File: config.mk
export PLATFORM = sky130hd
export DESIGN_NAME = seven_seg_scan_driver
export DESIGN_NICKNAME = d
export VERILOG_FILES = /design/src/rtl/seven_seg_pkg.sv /design/src/rtl/bin2bcd_seq.sv /design/src/rtl/seven_seg_scan_driver.sv
export SDC_FILE = /design/constraint.sdc
export NUM_CORES = 1
export LEC_CHECK = 0
export CAP_MARGIN = 20
export CORE_MARGIN = 10
export CORE_UTILIZATION = 61
export CTS_BUF_LIST = sky130_fd_sc_hd__clkbuf_4 sky130_fd_sc_hd__clkbuf_8
export DETAILED_ROUTE_END_ITERATION = 16
export GPL_ROUTABILITY_DRIVEN = 1
export PLACE_DENSITY = 0.82
export SYNTH_ARGS = -nofsm -noshare
export SYNTH_HDL_FRONTEND = slang
export SYNTH_SLANG_ARGS = --single-unit
File: constraint.sdc
create_clock -name clk -period 3.05 [get_ports clk]
set_input_delay 0.305 -clock clk [delete_from_list [all_inputs] [get_ports clk]]
set_output_delay 0.305 -clock clk [all_outputs]
set_load 0.02 [all_outputs]
File: src/rtl/seven_seg_pkg.sv
// Shared constants, state encoding and helpers for the multiplexed 7-segment display driver.
package seven_seg_pkg;

  typedef enum logic [1:0] {
    IDLE  = 2'd0,
    SHIFT = 2'd1,
    DONE  = 2'd2
  } conv_state_t;

  // Segment order {a,b,c,d,e,f,g}, active low.
  localparam logic [6:0] SEG_DIGIT [0:9] = '{
    7'b0000001, 7'b1001111, 7'b0010010, 7'b0000110, 7'b1001100,
    7'b0100100, 7'b0100000, 7'b0001111, 7'b0000000, 7'b0000100
  };
  localparam logic [6:0] SEG_BLANK = 7'b1111111;
  localparam logic [6:0] SEG_DASH  = 7'b1111110;

  function automatic int clog2(input int n);
    int v;
    int r;
    v = n - 32'sd1;
    r = 32'sd0;
    while (v > 32'sd0) begin
      r = r + 32'sd1;
      v = v >>> 1;
    end
    return r;
  endfunction

  // A single digit still needs a 1-bit index register.
  function automatic int idx_width(input int n);
    return (n < 32'sd2) ? 32'sd1 : clog2(n);
  endfunction

  function automatic logic [3:0] dd_adjust(input logic [3:0] nib);
    return (nib >= 4'd5) ? nib + 4'd3 : nib;
  endfunction

  // Codes above 9 cannot come out of the converter; they fall back to "0".
  function automatic logic [6:0] seg_encode(input logic [3:0] nib);
    logic [6:0] seg;
    case (nib)
      4'd0:    seg = SEG_DIGIT[0];
      4'd1:    seg = SEG_DIGIT[1];
      4'd2:    seg = SEG_DIGIT[2];
      4'd3:    seg = SEG_DIGIT[3];
      4'd4:    seg = SEG_DIGIT[4];
      4'd5:    seg = SEG_DIGIT[5];
      4'd6:    seg = SEG_DIGIT[6];
      4'd7:    seg = SEG_DIGIT[7];
      4'd8:    seg = SEG_DIGIT[8];
      4'd9:    seg = SEG_DIGIT[9];
      default: seg = SEG_DIGIT[0];
    endcase
    return seg;
  endfunction

endpackage

File: src/rtl/bin2bcd_seq.sv
// Sequential double-dabble converter: one shift per clock, sticky overflow when a
// set bit leaves the top BCD nibble, done asserted for the single commit cycle.
module bin2bcd_seq
  import seven_seg_pkg::*;
#(
  parameter int NUM_DIGITS = 8,
  parameter int VALUE_W    = 16
) (
  input  logic                    clk,
  input  logic                    rst,
  input  logic [VALUE_W-1:0]      value,
  input  logic                    load,
  output logic                    busy,
  output logic                    done,
  output logic [4*NUM_DIGITS-1:0] bcd,
  output logic                    ovf
);

  localparam int BCD_W = 4 * NUM_DIGITS;
  localparam int CNT_W = clog2(VALUE_W + 32'sd1);
  localparam logic [CNT_W-1:0] LAST_BIT = CNT_W'(VALUE_W - 32'sd1);

  conv_state_t        state;
  conv_state_t        state_nx;
  logic [BCD_W-1:0]   bcd_sh;
  logic [BCD_W-1:0]   bcd_sh_nx;
  logic [BCD_W-1:0]   bcd_adj;
  logic [VALUE_W-1:0] val_sh;
  logic [VALUE_W-1:0] val_sh_nx;
  logic [CNT_W-1:0]   bit_cnt;
  logic [CNT_W-1:0]   bit_cnt_nx;
  logic               ovf_int;
  logic               ovf_int_nx;
  logic               busy_nx;

  // State and datapath registers.
  always_ff @(posedge clk) begin
    if (rst) begin
      state   <= IDLE;
      bcd_sh  <= '0;
      val_sh  <= '0;
      bit_cnt <= '0;
      ovf_int <= 1'b0;
      busy    <= 1'b0;
    end else begin
      state   <= state_nx;
      bcd_sh  <= bcd_sh_nx;
      val_sh  <= val_sh_nx;
      bit_cnt <= bit_cnt_nx;
      ovf_int <= ovf_int_nx;
      busy    <= busy_nx;
    end
  end

  // Add-3 correction applied to every nibble before the shift.
  always_comb begin
    bcd_adj = '0;
    for (int i = 0; i < NUM_DIGITS; i++) begin
      bcd_adj[4*i +: 4] = dd_adjust(bcd_sh[4*i +: 4]);
    end
  end

  // Next-state and datapath update.
  always_comb begin
    state_nx   = state;
    bcd_sh_nx  = bcd_sh;
    val_sh_nx  = val_sh;
    bit_cnt_nx = bit_cnt;
    ovf_int_nx = ovf_int;
    busy_nx    = busy;
    case (state)
      IDLE: begin
        if (load) begin
          val_sh_nx  = value;
          bcd_sh_nx  = '0;
          bit_cnt_nx = '0;
          ovf_int_nx = 1'b0;
          busy_nx    = 1'b1;
          state_nx   = SHIFT;
        end else begin
          busy_nx  = 1'b0;
          state_nx = IDLE;
        end
      end
      SHIFT: begin
        bcd_sh_nx  = {bcd_adj[BCD_W-2:0], val_sh[VALUE_W-1]};
        ovf_int_nx = ovf_int | bcd_adj[BCD_W-1];
        val_sh_nx  = val_sh << 1'b1;
        bit_cnt_nx = bit_cnt + CNT_W'(1);
        if (bit_cnt == LAST_BIT) begin
          state_nx = DONE;
        end else begin
          state_nx = SHIFT;
        end
      end
      DONE: begin
        busy_nx  = 1'b0;
        state_nx = IDLE;
      end
      default: begin
        busy_nx  = 1'b0;
        state_nx = IDLE;
      end
    endcase
  end

  assign done = (state == DONE);
  assign bcd  = bcd_sh;
  assign ovf  = ovf_int;

endmodule

File: src/rtl/seven_seg_scan_driver.sv
// Multiplexed common-anode 7-segment driver: binary-to-BCD conversion, digit scan,
// leading-zero blanking and overflow dashes, with registered AN/led pins.
module seven_seg_scan_driver
  import seven_seg_pkg::*;
#(
  parameter int NUM_DIGITS = 8,
  parameter int VALUE_W    = 16,
  parameter int REFRESH_W  = 17,
  parameter int BLANK_LZ   = 1
) (
  input  logic                  clk,
  input  logic                  rst,
  input  logic [VALUE_W-1:0]    value,
  input  logic                  load,
  output logic                  busy,
  output logic                  ovf,
  output logic [NUM_DIGITS-1:0] AN,
  output logic [6:0]            led
);

  localparam int BCD_W = 4 * NUM_DIGITS;
  localparam int IDX_W = idx_width(NUM_DIGITS);
  localparam logic [IDX_W-1:0] LAST_IDX = IDX_W'(NUM_DIGITS - 32'sd1);
  localparam bit BLANK_EN = (BLANK_LZ != 32'sd0);

  logic                  conv_done;
  logic [BCD_W-1:0]      conv_bcd;
  logic                  conv_ovf;
  logic [BCD_W-1:0]      disp_bcd;
  logic [REFRESH_W-1:0]  refresh_cnt;
  logic [IDX_W-1:0]      idx;
  logic [NUM_DIGITS-1:0] lz_mask;
  logic [3:0]            cur_nib;
  logic                  cur_lz;
  logic [NUM_DIGITS-1:0] an_nx;
  logic [6:0]            led_nx;

  bin2bcd_seq #(
    .NUM_DIGITS (NUM_DIGITS),
    .VALUE_W    (VALUE_W)
  ) u_bin2bcd (
    .clk   (clk),
    .rst   (rst),
    .value (value),
    .load  (load),
    .busy  (busy),
    .done  (conv_done),
    .bcd   (conv_bcd),
    .ovf   (conv_ovf)
  );

  // Display value and overflow flag change together, only on a finished conversion.
  always_ff @(posedge clk) begin
    if (rst) begin
      disp_bcd <= '0;
      ovf      <= 1'b0;
    end else if (conv_done) begin
      disp_bcd <= conv_bcd;
      ovf      <= conv_ovf;
    end else begin
      disp_bcd <= disp_bcd;
      ovf      <= ovf;
    end
  end

  // Free-running dwell counter; the digit index steps on each wrap.
  always_ff @(posedge clk) begin
    if (rst) begin
      refresh_cnt <= '0;
      idx         <= '0;
    end else begin
      refresh_cnt <= refresh_cnt + REFRESH_W'(1);
      if (&refresh_cnt) begin
        idx <= (idx == LAST_IDX) ? '0 : idx + IDX_W'(1);
      end else begin
        idx <= idx;
      end
    end
  end

  // lz_mask[i] is set when digit i and every digit above it are zero.
  always_comb begin
    logic all_zero;
    all_zero = 1'b1;
    lz_mask  = '0;
    for (int i = NUM_DIGITS - 1; i >= 0; i--) begin
      all_zero   = all_zero && (disp_bcd[4*i +: 4] == 4'd0);
      lz_mask[i] = all_zero;
    end
  end

  // Select the scanned digit and build the next pin values.
  always_comb begin
    cur_nib = 4'd0;
    cur_lz  = 1'b0;
    an_nx   = '1;
    for (int i = 0; i < NUM_DIGITS; i++) begin
      if (int'(idx) == i) begin
        cur_nib  = disp_bcd[4*i +: 4];
        cur_lz   = lz_mask[i];
        an_nx[i] = 1'b0;
      end else begin
        an_nx[i] = 1'b1;
      end
    end
    if (ovf) begin
      led_nx = SEG_DASH;
    end else if (BLANK_EN && (idx != IDX_W'(0)) && cur_lz) begin
      led_nx = SEG_BLANK;
    end else begin
      led_nx = seg_encode(cur_nib);
    end
  end

  // Pin registers keep AN and led aligned so digit changes are glitch-free.
  always_ff @(posedge clk) begin
    if (rst) begin
      AN  <= '1;
      led <= SEG_BLANK;
    end else begin
      AN  <= an_nx;
      led <= led_nx;
    end
  end

endmodule

==> run summary, run 1 <==
final setup violation count - 0
core area - 9280 um^2
sequential area share after synthesis - 0.429
I/O Pins - 36
Post-Syn Area per Cell - 7.95 um^2
Core Util, Final - 0.715
maximum clock insertion buffer count - 2
number of buffers created by CTS - 17
row cnt - 35
hold buffers post-CTS - 0
Top FF cell, synth - dfxtp_1
Crit path max-delay family - compound AO/OA/AOI/OAI gates
Yosys Warn Count - 0
Net Count, Synth - 783
M2 GR Usage - 0.310
max-cap violations - 0
worst path required time - 3380 ps
Worst-Skew Late Latency - 440 ps
postcts setup bufs - 0
Layout area overhead - 13.9%
critical path cell sequence - inv_1 > ha_1 > and3b_1 > a2111oi_0 > o22a_1 > o31ai_1 > ha_1 > mux2_4 > a221o_1
vias per cell - 5.82
minimum clock period after layout - 2740 ps
CTS tree - built
crit-path max cell delay - 410 ps
Crit-path slowest cell - dfxtp_1
clk_skew - 12.7 ps
CP endpoint kind - register
Syn Inst Count - 734
die footprint - 13900 um^2
endpoints failing hold - 0
maximum vdd drop - 0.261 mV
Die X - 118 um
worst path buffer plus inverter count - 1
met1 Use GR - 0.237
Mapped Area - 5830 um^2
Crit Path Class - reg -> reg
Seq cells post-synth - 125
Hold WS - 416 ps
initial DRC count - 362
TritonCTS Sinks - 125
cell mode on critical path - ha_1
Final ANT Viol Nets - 0
Worst Setup Start Kind - register
Final Cycle Share - 0.898
setup_tns - 0 ps
vias in the first global route - 4996
Power Density - 502 nW/um^2
Tot GR Track Use - 0.190
DRC viols - 0
first-pass GRT wire length - 22900 um
Clock H-tree levels - 4
# nets final - 800
TritonRoute pass-1 iters - 6
Post-DP HPWL - 8970 um
pin count of the biggest net entering global routing - 77
grt total ovfl - 0
Pleak - 2.40 nW
Clk pin slew, worst setup/hold paths - 80 ps
Final GP Congestion - 0.948
worst min-delay path category - in -> reg
Avg WL per Cell - 15.0 um
Most Crowded Layer GR - met2
fmax - 365 MHz
Resized cells post-CTS - 0
GR Layer Usage met3 - 0.0408
post-synthesis async set-or-reset flop share - 0
diode count - 0
Critical Path AT - 3070 ps
RSZ-0062 raised after global routing - no
library cells used by synthesis - 47
PortBufs - 35
number of synthesized flops with an enable pin - 0
antenna violations before repair - 0
Root Driver - clkbuf_8
final wirelength - 13400 um
Max FO, Critical Path - 13
Pins Over Slew Limit - 0
# fillers - 722
layout cells sized above 1 - 0.0642
status - finished, final reports clean
Die Y-Extent - 118 um
slew at the pin closest to its max-slew limit - 848 ps
flop-to-flop setup slack - 310 ps
vias - 5188
Initial Util - 0.628
max_slew headroom - 0.433
## stage by stage
step	std cells	cell area [um^2]	power, mW	setup slack (ps)
after floorplan	734	5830	1.82	589
after global placement	861	6240	1.89	439
after detailed placement	861	6240	1.90	305
after CTS	892	6640	3.35	298
after global routing	892	6640	3.45	48.2
final	892	6640	3.33	312
## cells by family (layout without fill, tap and decap cells)
logic type / after synthesis / after routing / synth area share
and+or+nand+nor: 280 / 280 / 0.217
AOI/OAI and AO/OA: 183 / 183 / 0.180
muxes: 6 / 6 / 0.0112
adders and majority gates: 30 / 30 / 0.0643
xor gates and xnor gates: 29 / 29 / 0.0435
DFF: 125 / 125 / 0.429
buffers and inverters: 81 / 110 / 0.0547
## placed cells by master, fill, tap and decap left out, types with 2 or more instances in the layout
cell type        instances
and4_1                   3
o22ai_1                  3
clkinvlp_4               3
a21oi_1                 97
mux2i_1                  5
a2111oi_0                2
and3_1                   4
bufinv_16                3
nand2_1                124
clkdlybuf4s50_1         34
and2_1                   3
a221o_1                  2
clkbuf_8                18
o221ai_1                 2
xor2_1                  19
nor2_1                  49
o21ai_0                 34
a22oi_1                 14
nand3b_1                 4
nand2b_1                14
buf_4                   12
inv_1                   33
or3_1                    2
a221oi_1                 2
nor2b_1                  4
nor4_1                   8
nand4_1                  5
o21a_1                   2
a31oi_1                 13
ha_1                    30
nand3_1                 31
nor3_1                  24
a21o_1                   3
xnor2_1                 10
dfxtp_1                125
clkinv_2                 5
## sequential cells by signal, indices dropped and copies added, names as in the netlist
name and count:
AN 8, disp_bcd 32, idx 3, led 7, ovf 1, refresh_cnt 17, u_bin2bcd.bcd 32, u_bin2bcd.bit_cnt 5
u_bin2bcd.busy 1, u_bin2bcd.ovf 1, u_bin2bcd.state 2, u_bin2bcd.val_sh 16
## where the power goes
part / total (mW) / switching [mW] / internal, mW
Sequential: 1.68 / 0.0157 / 1.66
Clock: 1.47 / 0.648 / 0.827
Combinational: 0.185 / 0.118 / 0.0664
## routing by layer
layer  wire, um  vias to the layer above
li1           -                     2545
met1       6090                     2454
met2       6340                      163
met3        706                       26
met4        245                        0
met5          0                        -
## area by class of cell
class	instances	area [um^2]	share of cell area
Multi-Input combinational cell	528	3020	0.455
Sequential cell	125	2500	0.377
Timing Repair Buffer	46	430	0.0648
Clock buffer	19	255	0.0384
Tap cell	129	161	0.0243
Clock inverter	12	146	0.0220
Inverter	33	124	0.0186
## synth_stat cells (2+ instances only)
library cell  count  area (um^2)
o21a_1            2         15.0
nor4_1            8         50.1
nand4_1           5         31.3
inv_1            33          124
and4_1            3         26.3
a2111oi_0         2         17.5
mux2i_1           5         50.1
xnor2_1          10         87.6
nand2b_1         14         87.6
ha_1             30          375
or3_1             2         12.5
and2_1            3         18.8
a21o_1            3         22.5
a221oi_1          2         17.5
clkbuf_1         43          161
a31oi_1          13         81.3
o22ai_1           3         18.8
nand3_1          31          155
nand2_1         124          465
a22oi_1          14          105
nand3b_1          4         30.0
and3_1            4         25.0
nor2_1           49          184
nor3_1           24          120
xor2_1           19          166
a21oi_1          97          485
dfxtp_1         125         2500
nor2b_1           6         37.5
buf_2             3         15.0
o21ai_0          34          170
o221ai_1          2         17.5
a221o_1           2         20.0
## final timing paths
check                       from               to  depth (start not counted)
hold reg to reg   refresh_cnt[0]   refresh_cnt[0]                          1
setup reg to reg          idx[0]           led[0]                          9
hold / removal               rst  refresh_cnt[15]                          2
setup / recovery          idx[0]           led[0]                          9
No activity file was read; power rests on OpenSTA's default activity.
==> run 2: changes to the inputs <==
Settings changed: GPL_ROUTABILITY_DRIVEN 1 to unset.
==> results of run 2 <==
Final layout, timing and power as in run 1 (identical DEF).
